<file path="src/rtl/dti_channel_monitor.sv">
// Passive monitor for N_CH data/valid/ready channels: per-channel handshake
// tracking, saturating transfer/stall counters and sticky protocol errors.
module dti_channel_monitor #(
  parameter int unsigned W           = 16,
  parameter int unsigned N_CH        = 4,
  parameter int unsigned CNT_W       = 32,
  parameter int unsigned STALL_LIMIT = 256,
  localparam int unsigned SEL_W      = (N_CH > 1) ? $clog2(N_CH) : 1
) (
  input  logic               clk,
  input  logic               rst_n,
  input  logic               enable,
  input  logic               clear,
  input  logic [N_CH*W-1:0]  ch_data,
  input  logic [N_CH-1:0]    ch_valid,
  input  logic [N_CH-1:0]    ch_ready,
  input  logic [SEL_W-1:0]   rd_sel,
  output logic [CNT_W-1:0]   rd_xfer_cnt,
  output logic [CNT_W-1:0]   rd_stall_cnt,
  output logic [2:0]         rd_err,
  output logic [N_CH-1:0]    err_any,
  output logic               irq
);

  localparam int unsigned RUN_W = (STALL_LIMIT > 0) ? $clog2(STALL_LIMIT + 1) : 1;
  localparam logic [RUN_W-1:0] RUN_MAX = RUN_W'(STALL_LIMIT);
  localparam logic [CNT_W-1:0] CNT_MAX = {CNT_W{1'b1}};
  localparam logic [SEL_W:0]   N_CH_EXT = (SEL_W + 1)'(N_CH);

  // Error bit positions
  localparam int unsigned E_DROP = 0;
  localparam int unsigned E_DCHG = 1;
  localparam int unsigned E_TOUT = 2;

  typedef enum logic {
    S_IDLE    = 1'b0,
    S_PENDING = 1'b1
  } state_e;

  state_e           state_q [N_CH];
  state_e           state_d [N_CH];
  logic [W-1:0]     hold_q  [N_CH];
  logic [W-1:0]     hold_d  [N_CH];
  logic [RUN_W-1:0] run_q   [N_CH];
  logic [RUN_W-1:0] run_d   [N_CH];
  logic [CNT_W-1:0] xfer_q  [N_CH];
  logic [CNT_W-1:0] xfer_d  [N_CH];
  logic [CNT_W-1:0] stall_q [N_CH];
  logic [CNT_W-1:0] stall_d [N_CH];
  logic [2:0]       err_q   [N_CH];
  logic [2:0]       err_d   [N_CH];
  logic [N_CH-1:0]  err_any_q;
  logic [N_CH-1:0]  err_any_d;
  logic             irq_q;
  logic             irq_d;

  // State register for all channel FSMs, counters, errors and irq
  always_ff @(posedge clk or negedge rst_n) begin
    if (!rst_n) begin
      for (int i = 0; i < int'(N_CH); i++) begin
        state_q[i] <= S_IDLE;
        hold_q[i]  <= '0;
        run_q[i]   <= '0;
        xfer_q[i]  <= '0;
        stall_q[i] <= '0;
        err_q[i]   <= '0;
      end
      err_any_q <= '0;
      irq_q     <= 1'b0;
    end else begin
      for (int i = 0; i < int'(N_CH); i++) begin
        state_q[i] <= state_d[i];
        hold_q[i]  <= hold_d[i];
        run_q[i]   <= run_d[i];
        xfer_q[i]  <= xfer_d[i];
        stall_q[i] <= stall_d[i];
        err_q[i]   <= err_d[i];
      end
      err_any_q <= err_any_d;
      irq_q     <= irq_d;
    end
  end

  // Next-state logic: per-channel IDLE/PENDING handshake tracking
  always_comb begin
    irq_d = 1'b0;
    for (int i = 0; i < int'(N_CH); i++) begin
      state_d[i] = state_q[i];
      hold_d[i]  = hold_q[i];
      run_d[i]   = run_q[i];
      xfer_d[i]  = xfer_q[i];
      stall_d[i] = stall_q[i];
      err_d[i]   = err_q[i];
      irq_d      = irq_d | (|err_q[i]);
    end

    if (clear) begin
      // Clear discards any event sampled in the same cycle
      irq_d = 1'b0;
      for (int i = 0; i < int'(N_CH); i++) begin
        state_d[i] = S_IDLE;
        run_d[i]   = '0;
        xfer_d[i]  = '0;
        stall_d[i] = '0;
        err_d[i]   = '0;
      end
    end else if (!enable) begin
      for (int i = 0; i < int'(N_CH); i++) begin
        state_d[i] = S_IDLE;
      end
    end else begin
      for (int i = 0; i < int'(N_CH); i++) begin
        unique case (state_q[i])
          S_IDLE: begin
            if (ch_valid[i]) begin
              if (ch_ready[i]) begin
                if (xfer_q[i] != CNT_MAX) xfer_d[i] = xfer_q[i] + CNT_W'(1);
              end else begin
                if (stall_q[i] != CNT_MAX) stall_d[i] = stall_q[i] + CNT_W'(1);
                hold_d[i]  = ch_data[i*W +: W];
                run_d[i]   = RUN_W'(1);
                state_d[i] = S_PENDING;
                if (STALL_LIMIT == 1) err_d[i][E_TOUT] = 1'b1;
              end
            end
          end
          S_PENDING: begin
            if (!ch_valid[i]) begin
              err_d[i][E_DROP] = 1'b1;
              state_d[i]       = S_IDLE;
            end else begin
              if (ch_data[i*W +: W] != hold_q[i]) begin
                err_d[i][E_DCHG] = 1'b1;
                hold_d[i]        = ch_data[i*W +: W];
              end
              if (ch_ready[i]) begin
                if (xfer_q[i] != CNT_MAX) xfer_d[i] = xfer_q[i] + CNT_W'(1);
                state_d[i] = S_IDLE;
              end else begin
                if (stall_q[i] != CNT_MAX) stall_d[i] = stall_q[i] + CNT_W'(1);
                // Saturating run length makes the timeout fire once per episode
                if (STALL_LIMIT != 0 && run_q[i] != RUN_MAX) begin
                  run_d[i] = run_q[i] + RUN_W'(1);
                  if (run_d[i] == RUN_MAX) err_d[i][E_TOUT] = 1'b1;
                end
              end
            end
          end
          default: state_d[i] = S_IDLE;
        endcase
      end
    end

    for (int i = 0; i < int'(N_CH); i++) begin
      err_any_d[i] = |err_d[i];
    end
  end

  // Zero-latency read port over registered state
  always_comb begin
    rd_xfer_cnt  = '0;
    rd_stall_cnt = '0;
    rd_err       = '0;
    if ({1'b0, rd_sel} < N_CH_EXT) begin
      rd_xfer_cnt  = xfer_q[rd_sel];
      rd_stall_cnt = stall_q[rd_sel];
      rd_err       = err_q[rd_sel];
    end
  end

  assign err_any = err_any_q;
  assign irq     = irq_q;

endmodule

</file>
<file path="config.mk">
export PLATFORM = sky130hd
export DESIGN_NAME = dti_channel_monitor
export DESIGN_NICKNAME = d
export VERILOG_FILES = /design/src/rtl/dti_channel_monitor.sv
export SDC_FILE = /design/constraint.sdc
export NUM_CORES = 1
export LEC_CHECK = 0
export BUFFER_PORTS_ARGS = -buffer_cell sky130_fd_sc_hd__buf_2
export CAP_MARGIN = 20
export CELL_PAD_IN_SITES_DETAIL_PLACEMENT = 1
export CELL_PAD_IN_SITES_GLOBAL_PLACEMENT = 1
export CORE_ASPECT_RATIO = 1.75
export CORE_UTILIZATION = 49
export DETAILED_ROUTE_END_ITERATION = 10
export MAX_ROUTING_LAYER = met4
export PLACE_DENSITY = 0.8
export SYNTH_ARGS = -nofsm -noshare
export SYNTH_HDL_FRONTEND = slang
export SYNTH_SLANG_ARGS = --single-unit
</file>
<file path="constraint.sdc">
create_clock -name clk -period 2.76 [get_ports clk]
set_clock_uncertainty 0.2 [all_clocks]
set_input_delay 0.552 -clock clk [delete_from_list [all_inputs] [get_ports clk]]
set_output_delay 0.552 -clock clk [all_outputs]
set_load 0.02 [all_outputs]
</file>
==> Word level (Yosys, flattened, before mapping) <==
Cells that the tools add are included.
{ "totals": {"ram_bits": 0, "regBits": 377, "n_memories": 0, "latch_bits": 0, "rom_bits": 0, "elab_cells": 273} }
{ "classes": {"add_sub_neg": 12, "bitwise_logic": 9, "n_lt_le_gt_ge": 1, "n_div": 0, "n_eq_ne": 60, "n_reduce_logical": 41, "multipliers": 0, "shift": 0, "n_mux": 124} }
{ "op_table": {"columns": ["operator", "count"], "rows": [
  ["$mux 32", 28],
  ["$mux 128", 4],
  ["$add 32x1->32 const B", 8],
  ["$mux 16", 16],
  ["$ne 32x32->1 const B", 8],
  ["$mux 9", 20],
  ["$bmux 32 s2", 2],
  ["$pmux 16 s2", 4],
  ["$mux 36", 2],
  ["$pmux 9 s2", 4],
  ["$ne 16x16->1", 4],
  ["$ne 3x3->1 const B", 16],
  ["$reduce_and 6->1", 8],
  ["$add 9x1->9 const B", 4],
  ["$eq 9x9->1 const B", 4],
  ["$ne 9x9->1 const B", 4],
  ["$reduce_bool 2->1", 17],
  ["$ne 2x2->1 const B", 16],
  ["$reduce_and 4->1", 8],
  ["$mux 1", 29],
  ["$mux 12", 2],
  ["$reduce_or 3->1", 8],
  ["$mux 3", 6],
  ["$ne 3x2->1 const B", 4],
  ["8 further kinds", 21]
]} }

==> Logic depth before layout (Yosys ltp) <==
Gate-level depths: netlist (run 1).
{ "logic_depth": {"ltp_word": 10, "ltp_mapped": 9} }

==> Least setup slack after synthesis (run 1) <==
Ideal clock, no wire load.
{ "synth_path": {"path_type": "input port to output port", "from": "input port rd_sel[0]", "to": "output port rd_stall_cnt[24]", "setup_slack_ns": -0.063, "t_arrival_ns": 2.071, "stages": 4, "n_path_buf": 3, "t_required_ns": 2.008, "path_cell_list": "clkbuf_1 > buf_2 > buf_1 > mux4_2"} }
{ "synth_via": {"elab_chain_cells": 4} }
{ "synth_lines": {"columns": ["item", "line_no", "rtl"], "rows": [
  ["start: declaration", "17", "input logic [SEL_W-1:0] rd_sel,"],
  ["$not 2->3 (implied by the code)", "166", "rd_stall_cnt = stall_q[rd_sel];"],
  ["$bmux 32 s2", "166", null],
  ["$mux 32 (implied by the code) (2 in a row)", "166", null],
  ["end: declaration", "19", "output logic [CNT_W-1:0] rd_stall_cnt,"]
]} }
Every way passes these cells. The select of a mux whose other input is x is not followed.

==> Final worst setup path (run 1) <==
{ "layout_path": {"from": "register xfer_q[96] (netlist name)", "to": "register xfer_q[101] (netlist name)"} }
{ "layout_via": {"elab_chain_cells": 6} }
{ "layout_lines": {"columns": ["item", "line_no", "rtl"], "rows": [
  ["start: declaration", "46", "logic [CNT_W-1:0] xfer_q [N_CH];"],
  ["start signal: indexed assignment", "75", "xfer_q[i] <= xfer_d[i];"],
  ["$add 32x1->32", "117, 137", null],
  ["$mux 32", "117, 137", null],
  ["$mux 32", "116, 136", null],
  ["$mux 32", "115, 128", null],
  ["$mux 128", "107", "end else if (!enable) begin"],
  ["$mux 128", "97", "if (clear) begin"]
]} }
Parallel ways exist; a longest one is shown, timed or not. The select of a mux whose other input is x is not followed.
A chain may end at the register's enable or synchronous reset.

==> impl_metrics.tcl, run 1 <==
set metrics [dict create \
    finalHoldViolations 0 \
    dr.pass1.iters 7 \
    ir_drop_v 0.0005379 \
    worstHoldStart "ch_data[37]" \
    timing.final.crit_share_pct 96.86 \
    drive_gt1_share_pct 22.34 \
    whs_endpoint "hold_q[21]" \
    pwr-share-clk_pct 41.4 \
    fin_cells 3139 \
    criticalPathCategory "reg2reg" \
    fin_nets 2625 \
    grt_pass1_wl_um 121100 \
    cts_tree "built" \
    dpl.cell_count 3065 \
    startpoint_type "register" \
    cp.required_ns 2.99 \
    wirelength_um 76110 \
    fp-row-count 104 \
    r2r_cells 7 \
    grt_overflow 0 \
    clock_tree.root_cell "clkbuf_16" \
    regToRegEndpoint "xfer_q[101]" \
    fmaxAchievable_ghz 0.3741 \
    vias 20670 \
    setup_viol 0 \
    yosys_register_bits 377 \
    hold_path.class "in2reg" \
    synthFlopType "dfrtp_1" \
    synth_top_area_cell "dfrtp_1" \
    final_cell_area_sq_mm 0.02620 \
    gp_congestion 0.9089 \
    pwr_density_cell_mw_per_mm2 471.1 \
    worstPathArrival_ns 2.90 \
    synth_edf_count 0 \
    r2r_start "xfer_q[96]" \
    r2r_slack_ns 0.09 \
    htree_levels 2 \
    grt_max_degree 98 \
    core_area_sq_mm 0.04593 \
    yosysMostFrequentCell "dfrtp_1" \
    crit_fanout 13 \
    slew_headroom_pct 49.69 \
    synth_area_sq_mm 0.02272 \
    grt_antenna_before_repair 3 \
    yosys_warnings 0 \
    tightestPinTransition_ns 0.7513 \
    ys_seq_area_share_pct 41.53 \
    place_area_sq_mm 0.02497 \
    io_buffers 149 \
    slew_violations 0 \
    drtIter0Drc 1093 \
    grt_usage_pct 33.84 \
    status "finished, final reports clean" \
    synth.avg_cell_area_sq_um 9.812 \
    wl_per_cell_um 24.25 \
    maxCapViolations 0 \
    cp-end-kind "register" \
    cts_made_buffers 39 \
    ys_top_cells_by_count "377 x dfrtp_1, 165 x a21oi_1, 146 x nand2_1, 146 x nor2_1, 141 x o21ai_0" \
    switching_share_pct 25.55 \
    clkLatencyLatePin_ns 0.56 \
    ant_nets 0 \
    synth_area_leaders "dfrtp_1 42%, mux4_2 6.6%, mux2_2 4.9%, a21oi_1 3.6%, o21ai_0 3.1%" \
    place_hpwl_um 56530 \
    die_x_um 164.8 \
    start_util_pct 49.45 \
    holdPathStages 2 \
    num_io_pins 150 \
    fillers 5131 \
    postSynth.asyncResetShare_pct 100.0 \
    syn_to_final_growth_pct 15.32 \
    cts.path.max_buffers 3 \
    grt_pass1_vias 22780 \
    synth_top_area_share_pct 41.53 \
    vias_per_cell 6.586 \
    leakage_uw 0.01059 \
    p_seq_share_pct 48.5 \
    synth_fp_nets 2413 \
    clkSlewWorstSetupHoldPaths_ns 0.06 \
    dieArea_sq_mm 0.04726 \
    min_period_ns 2.673 \
    rsz0062_at_grt "no" \
    clkSinkCount 377 \
    drc_errors 0 \
    die_y_um 286.8 \
    ys_types 87 \
    p_int_uw 9188 \
    syn-instance-count 2315 \
    p_sw_uw 3154 \
    power_uw 12340 \
    pwr-share-comb_pct 10.1 \
]
[worst max path at each step]
stage,to,slack [ns],startpoint,depth (start not counted)
after floorplan,rd_stall_cnt[10],0.13,rd_sel[0],4
after global placement,hold_q[14],0.02,ch_data[53],8
after detailed placement,xfer_q[58],-0.04,enable,6
after CTS,stall_q[92],0.08,stall_q[80],5
after global routing,xfer_q[0],0.004,xfer_q[1],7
final,xfer_q[101],0.09,xfer_q[96],7
[timing repair]
action,4_1_cts,5_1_grt
resized for setup,0,1
setup buffers,0,3
endpoints found under the setup margin,0,2
hold endpoints to repair,24,0
hold buffers,1,0
[power groups by stage]
stage | Clock, uW | Combinational, uW | Sequential [uW]
after floorplan | 0 | 740 | 6030
after global placement | 0 | 1180 | 6050
final | 5110 | 1240 | 5990
after detailed placement | 0 | 1250 | 6080
after CTS | 5200 | 1260 | 5990
after global routing | 5380 | 1360 | 6020
[worst max-delay path, stage by stage (launching register included)]
cell     delay [ns]
dfrtp_1        0.45
ha_1           0.29
nand3_1        0.27
or2_2          0.43
nor4_4         0.41
buf_4          0.27
nor4_1         0.07
o21a_1         0.17
[state kept, by name, summed over array words and instances, names as in the netlist]
register	cells
err_any	4
hold_q	64
err_q	12
run_q	36
state_q	4
irq	1
stall_q	128
xfer_q	128
[through the flow]
step	util [%]	setup TNS (ns)	setup slack, ns	hold WS [ns]
after floorplan	-	0	0.1346	0.05641
after CTS	56.95	0	0.08007	0.04158
final	57.03	0	0.08667	0.05810
after global placement	54.35	0	0.02450	0.2427
after detailed placement	54.35	-0.1531	-0.03882	0.2503
after global routing	57.03	0	0.003501	0.05787
[cell usage in the layout (no fill, tap or decap), types with 75 or more instances in the layout]
master / Yosys / final
a21oi_1: 165 / 165
buf_2: 34 / 146
buf_4: 3 / 128
dfrtp_1: 377 / 377
mux2_2: 99 / 99
nand2_1: 146 / 146
nand3_1: 101 / 101
nand4_1: 93 / 93
nor2_1: 146 / 146
o21ai_0: 141 / 141
o31ai_1: 82 / 82
or3_1: 106 / 106
or4_1: 75 / 75
[kinds of logic after synthesis]
family / Yosys count / synth area share (%)
compound gates: 531 / 14.91
simple gates: 942 / 23.62
flops: 377 / 41.53
xor+xnor: 90 / 3.470
fa+ha+maj: 20 / 1.102
mux: 175 / 12.01
buf+inv: 180 / 3.354
[metal layers]
metal	global-route usage [%]	up-vias	share of wire [%]
met2	62.84	497	55
li1	-	9290	-
met1	33.56	10640	35
met3	3.146	245	3.1
met4	20.00	0	6.3
met5	-	-	0
[area by class of cell]
class                      count  area (sq um)  share of cell area (%)
sequential                   377          9434                   36.01
timing repair buffer         295          2092                   7.986
tap                          583         729.5                   2.785
clock inverter                 7         50.05                  0.1910
multi-input combinational   1758         12540                   47.86
clock buffer                  59          1132                   4.323
inverter                      56         210.2                  0.8024
antenna                        4         10.01                 0.03821
(Power assumes the default switching activity.)
==> inputs of run 2 (changes only) <==
- PLACE_DENSITY: 0.8 -> not set
- PLACE_DENSITY_LB_ADDON: not set -> 0.1
==> run 2 against run 1 <==
  * Clock-buffer cell count grew 1
  * Non-clock buffer count is 9 higher
  * Worst hold slack lost 0.0028 ns
  * Cell count rose by 0.16%
  * Critical endpoint is now stall_q[90]
  * Register-to-register slack improved by 0.03 ns
  * Die area is the same
  * Highest routed layer unchanged
  * Largest power group unchanged
  * Setup slack improved by 0.029 ns
  * Sequential cell count stayed put
  * Combinational power about the same
  * Fmax increased by 1.1%
==> impl_metrics.tcl, run 2 (synthesis results as in run 1) <==
set metrics [dict create \
    criticalPathCategory "reg2reg" \
    multi_input_area_sq_mm 0.01254 \
    worstHoldStart "ch_data[49]" \
    wl_per_cell_um 24.36 \
    clock_tree.root_cell "clkbuf_16" \
    htree_levels 2 \
    cp-end-kind "register" \
    tightestPinTransition_ns 0.7085 \
    cts_made_buffers 39 \
    crit_fanout 7 \
    rsz0062_at_grt "no" \
    r2r_cells 8 \
    finalHoldViolations 0 \
    gp_congestion 0.9475 \
    fmaxAchievable_ghz 0.3782 \
    clkSlewWorstSetupHoldPaths_ns 0.06 \
    final_cell_area_sq_mm 0.02635 \
    cp.required_ns 2.99 \
    layout_commonest_cell "dfrtp_1" \
    timing.final.crit_share_pct 95.79 \
    grt_antenna_before_repair 1 \
    clkSinkCount 377 \
    slew_headroom_pct 52.10 \
    largestRegisters "stall_q x128, xfer_q x128, hold_q x64" \
    die_y_um 286.8 \
    r2r_start "stall_q[64]" \
    clkLatencyLatePin_ns 0.55 \
    dpl.cell_count 3077 \
    ant_nets 0 \
    place_area_sq_mm 0.02507 \
    min_period_ns 2.644 \
    dr.pass1.iters 5 \
    setup_viol 0 \
    grt_overflow 0 \
    final_cell_mix "377 x dfrtp_1, 165 x a21oi_1, 146 x nor2_1, 146 x nand2_1, 146 x buf_2" \
    dieArea_sq_mm 0.04726 \
    grt_max_degree 102 \
    drtIter0Drc 1075 \
    die_x_um 164.8 \
    fin_nets 2634 \
    start_util_pct 49.45 \
    startpoint_type "register" \
    vias 20770 \
    drc_errors 0 \
    grt_pass1_vias 22580 \
    fin_cells 3144 \
    fin_ws_ns 0.1161 \
    holdPathStages 2 \
    status "finished, final reports clean" \
    pwr_density_cell_mw_per_mm2 479.3 \
    drive_gt1_share_pct 22.77 \
    ir_drop_v 0.0006092 \
    fillers 5152 \
    num_io_pins 150 \
    core_area_sq_mm 0.04593 \
    r2r_slack_ns 0.12 \
    worstPathArrival_ns 2.88 \
    power_uw 12630 \
    syn_to_final_growth_pct 16.01 \
    wirelength_um 76600 \
    cts.path.max_buffers 3 \
    worstSetupStartpoint "stall_q[64]" \
    fp-row-count 104 \
    grt_usage_pct 33.98 \
    grt_pass1_wl_um 121100 \
    maxCapViolations 0 \
    io_buffers 149 \
    regArea_sq_mm 0.009434 \
    cts_tree "built" \
    vias_per_cell 6.608 \
    cts_setup_buffers 0 \
    slew_violations 0 \
    leakage_uw 0.01069 \
    place_hpwl_um 57140 \
    dpl_worst_slack_ns -0.03831 \
    hold_path.class "in2reg" \
]
-- run 2: cell count changes in the layout (fill, tap and decap cells not counted), moves of 2 or more --
| cell | change |
|---|---|
| clkbuf_8 | +5 |
| diode_2 | -3 |
| clkbuf_1 | -5 |
| buf_4 | +8 |
| clkinv_2 | -2 |
-- run 2: cell type report --
class                           instances  area share [%]
Clock buffer                           60           4.582
Tap cell                              583           2.768
Inverter                               56          0.7976
Clock inverter                          5          0.1994
Sequential cell                       377           35.80
Antenna cell                            1        0.009496
Timing Repair Buffer                  304           8.242
Multi-Input combinational cell       1758           47.60
-- run 2: what timing repair did --
item                                   in CTS  in global routing
endpoints found under the hold margin      34                  0
setup endpoints to repair                   0                  4
resized for setup                           0                  3
hold buffers                                1                  0
-- run 2: power breakdown --
group          total, uW  switching, uW  internal [uW]
clock               5390           2300           3090
combinational       1260            679            585
sequential          5980            196           5780
-- run 2: final timing paths --
path,end
setup / recovery,stall_q[90]
hold / removal,hold_q[1]
setup reg to reg,stall_q[90]
hold reg to reg,hold_q[23]
max in group asynchronous,run_q[3]
min in group asynchronous,hold_q[55]
-- run 2: per-layer routing --
metal / vias up / part of all wire, % / track usage [%]
met5: - / 0 / -
met4: 0 / 6.6 / 21.31
li1: 9284 / - / -
met1: 10720 / 35 / 34.23
met3: 259 / 3.2 / 3.391
met2: 507 / 55 / 61.76
-- run 2: worst max-delay path: stages (launching register included) --
cell	delay, ns
dfrtp_1	0.43
ha_1	0.26
nand4_1	0.10
nor4_1	0.06
buf_4	0.16
and4_1	0.23
buf_4	0.17
nor4_1	0.52
mux2_2	0.40
-- run 2: through the flow --
step	TNS (ns)	hold WS [ns]	util, %
6_report	0	0.05534	57.37
5_1_grt	0	0.05881	57.37
4_1_cts	0	0.04231	57.34
3_5_place_dp	-0.3436	0.3079	54.58
3_3_place_gp	0	0.3046	54.58
2_1_floorplan	0	0.05641	-
==> inputs of run 3 (changes only) <==
- CAP_MARGIN: 20 -> 0
- RECOVER_POWER: not set -> 25
==> run 3 against run 2 <==
  * Utilization shrank 0.18 points
  * Sequential share of layout area grew 0.11 points
  * Non-clock buffer count is the same
  * Combinational power is essentially flat
  * Critical path type unchanged
  * Via count grew 0.28%
  * Global-route usage is the same
  * Clock power is essentially flat
  * Total power is essentially flat
  * Routed wire length is essentially flat
==> impl_metrics.tcl, run 3 (synthesis results as in run 1) <==
set metrics [dict create \
    path_cells "ha_1 > nand4_1 > nor4_1 > buf_4 > and4_1 > buf_4 > nor4_1 > mux2_2" \
    rsz0062_at_grt "no" \
    grt_usage_pct 33.98 \
    cp-end-kind "register" \
    maxCapViolations 0 \
    regToRegEndpoint "stall_q[90]" \
    fp-row-count 104 \
    drtIter0Drc 1163 \
    num_io_pins 150 \
    vias_per_cell 6.626 \
    hold_path.class "in2reg" \
    min_period_ns 2.655 \
    io_buffers 149 \
    htree_levels 2 \
    criticalPathCategory "reg2reg" \
    slew_headroom_pct 1.967 \
    drive_gt1_share_pct 22.54 \
    clock_tree.root_cell "clkbuf_16" \
    fin_ws_ns 0.1045 \
    holdPathStages 2 \
    syn_to_final_growth_pct 15.64 \
    die_x_um 164.8 \
    clkSinkCount 377 \
    core_area_sq_mm 0.04593 \
    grt_pass1_wl_um 121100 \
    r2r_start "stall_q[64]" \
    status "finished, final reports clean" \
    holdWs_ns 0.05480 \
    worstPathArrival_ns 2.89 \
    switching_share_pct 25.18 \
    ir_drop_v 0.0006157 \
    tightestPinTransition_ns 1.470 \
    vias 20830 \
    crit_fanout 7 \
    finalHoldViolations 0 \
    gp_congestion 0.9475 \
    timing.final.crit_share_pct 96.21 \
    pwr_density_cell_mw_per_mm2 480.4 \
    cts_tree "built" \
    grt_antenna_before_repair 1 \
    max_stage_delay_ns 0.52 \
    layout_commonest_cell "dfrtp_1" \
    cts_setup_buffers 0 \
    p_seq_share_pct 47.4 \
    drc_errors 0 \
    cts.path.max_buffers 3 \
    dieArea_sq_mm 0.04726 \
    grt_pass1_vias 22580 \
    final_cell_mix "377 x dfrtp_1, 165 x a21oi_1, 146 x nor2_1, 146 x nand2_1, 146 x buf_2" \
    place_hpwl_um 57140 \
    largestRegisters "stall_q x128, xfer_q x128, hold_q x64" \
    slew_violations 0 \
    setup_viol 0 \
    pwr-share-comb_pct 9.9 \
    fmaxAchievable_ghz 0.3766 \
    start_util_pct 49.45 \
    p_int_uw 9443 \
    die_y_um 286.8 \
    cts_made_buffers 39 \
    worstHoldStart "ch_data[49]" \
    clkLatencyLatePin_ns 0.55 \
    dr.pass1.iters 5 \
    startpoint_type "register" \
    grt_max_degree 102 \
    ant_nets 0 \
    clkSlewWorstSetupHoldPaths_ns 0.06 \
    r2r_cells 8 \
    dpl_worst_slack_ns -0.03831 \
    pwr-share-clk_pct 42.8 \
    cp.required_ns 2.99 \
    fin_nets 2634 \
    grt_overflow 0 \
    wirelength_um 76620 \
    leakage_uw 0.01065 \
    whs_endpoint "hold_q[1]" \
    critPathSlowestCell "nor4_1" \
    r2r_slack_ns 0.10 \
    p_sw_uw 3178 \
    setup-tns-final_ns 0 \
    wl_per_cell_um 24.37 \
]
==> run 3: cell types whose count changed in the layout (fill, tap and decap cells not counted), sizes merged <==
cell | previous run | this run
buf | 303 | 293
clkbuf | 60 | 70
==> run 3: power groups by stage <==
| stage | Sequential [uW] | Combinational [uW] | Clock (uW) |
|---|---|---|---|
| after floorplan | 6030 | 740 | 0 |
| after global placement | 6050 | 1210 | 0 |
| after detailed placement | 6080 | 1270 | 0 |
| after CTS | 5980 | 1280 | 5490 |
| after global routing | 6010 | 1360 | 5690 |
| final | 5980 | 1250 | 5400 |
==> run 3: critical path: cells and delay by family, from the launching register on <==
family,cells,cell delay (ns)
buffers and inverters,2,0.33
AND/OR/NAND/NOR,4,0.91
multiplexers,1,0.40
adder cells (fa/ha/maj),1,0.26
flip-flops,1,0.43
==> run 3: metrics by stage <==
step | cell area [sq um] | power [uW] | instances | util [%]
after global routing | 26270 | 13060 | 3144 | 57.19
after global placement | 25070 | 7260 | 3077 | 54.58
after CTS | 26340 | 12750 | 3143 | 57.34
after detailed placement | 25070 | 7348 | 3077 | 54.58
final | 26270 | 12620 | 3144 | 57.19
after floorplan | 22720 | 6772 | 2315 | -
==> run 3: worst max-delay path by stage <==
stage                       endpoint  depth (start not counted)   startpoint  slack, ns
detailed placement       stall_q[58]                          7       enable      -0.04
floorplan           rd_stall_cnt[10]                          4    rd_sel[0]       0.13
finish                   stall_q[90]                          8  stall_q[64]       0.10
global route             stall_q[90]                          7  stall_q[71]       0.01
global placement         stall_q[58]                          7       enable       0.03
CTS                      stall_q[90]                          8  stall_q[64]       0.11
==> run 3: cell type report <==
| type | count | area, sq um |
|---|---|---|
| fillers | 5157 | 19670 |
| clock buffers | 60 | 1207 |
| diodes | 1 | 2.502 |
| clock inverters | 5 | 52.55 |
| repair buffers | 304 | 2088 |
| well taps | 583 | 729.5 |
| multi-input cells | 1758 | 12540 |
| flip-flops and latches | 377 | 9434 |
| inverters | 56 | 210.2 |
==> run 3: what timing repair did <==
action / CTS / global route
hold buffers: 1 / 0
gates resized for setup: 0 / 3
endpoints found under the hold margin: 34 / 0
endpoints found under the setup margin: 0 / 4
==> run 3: layer usage <==
| layer | vias up | track usage (%) | wire (um) |
|---|---|---|---|
| met3 | 261 | 3.391 | 2668 |
| met2 | 571 | 61.76 | 41950 |
| met1 | 10720 | 34.23 | 26880 |
| li1 | 9285 | - | - |
| met4 | 0 | 21.31 | 5119 |
| met5 | - | - | 0 |
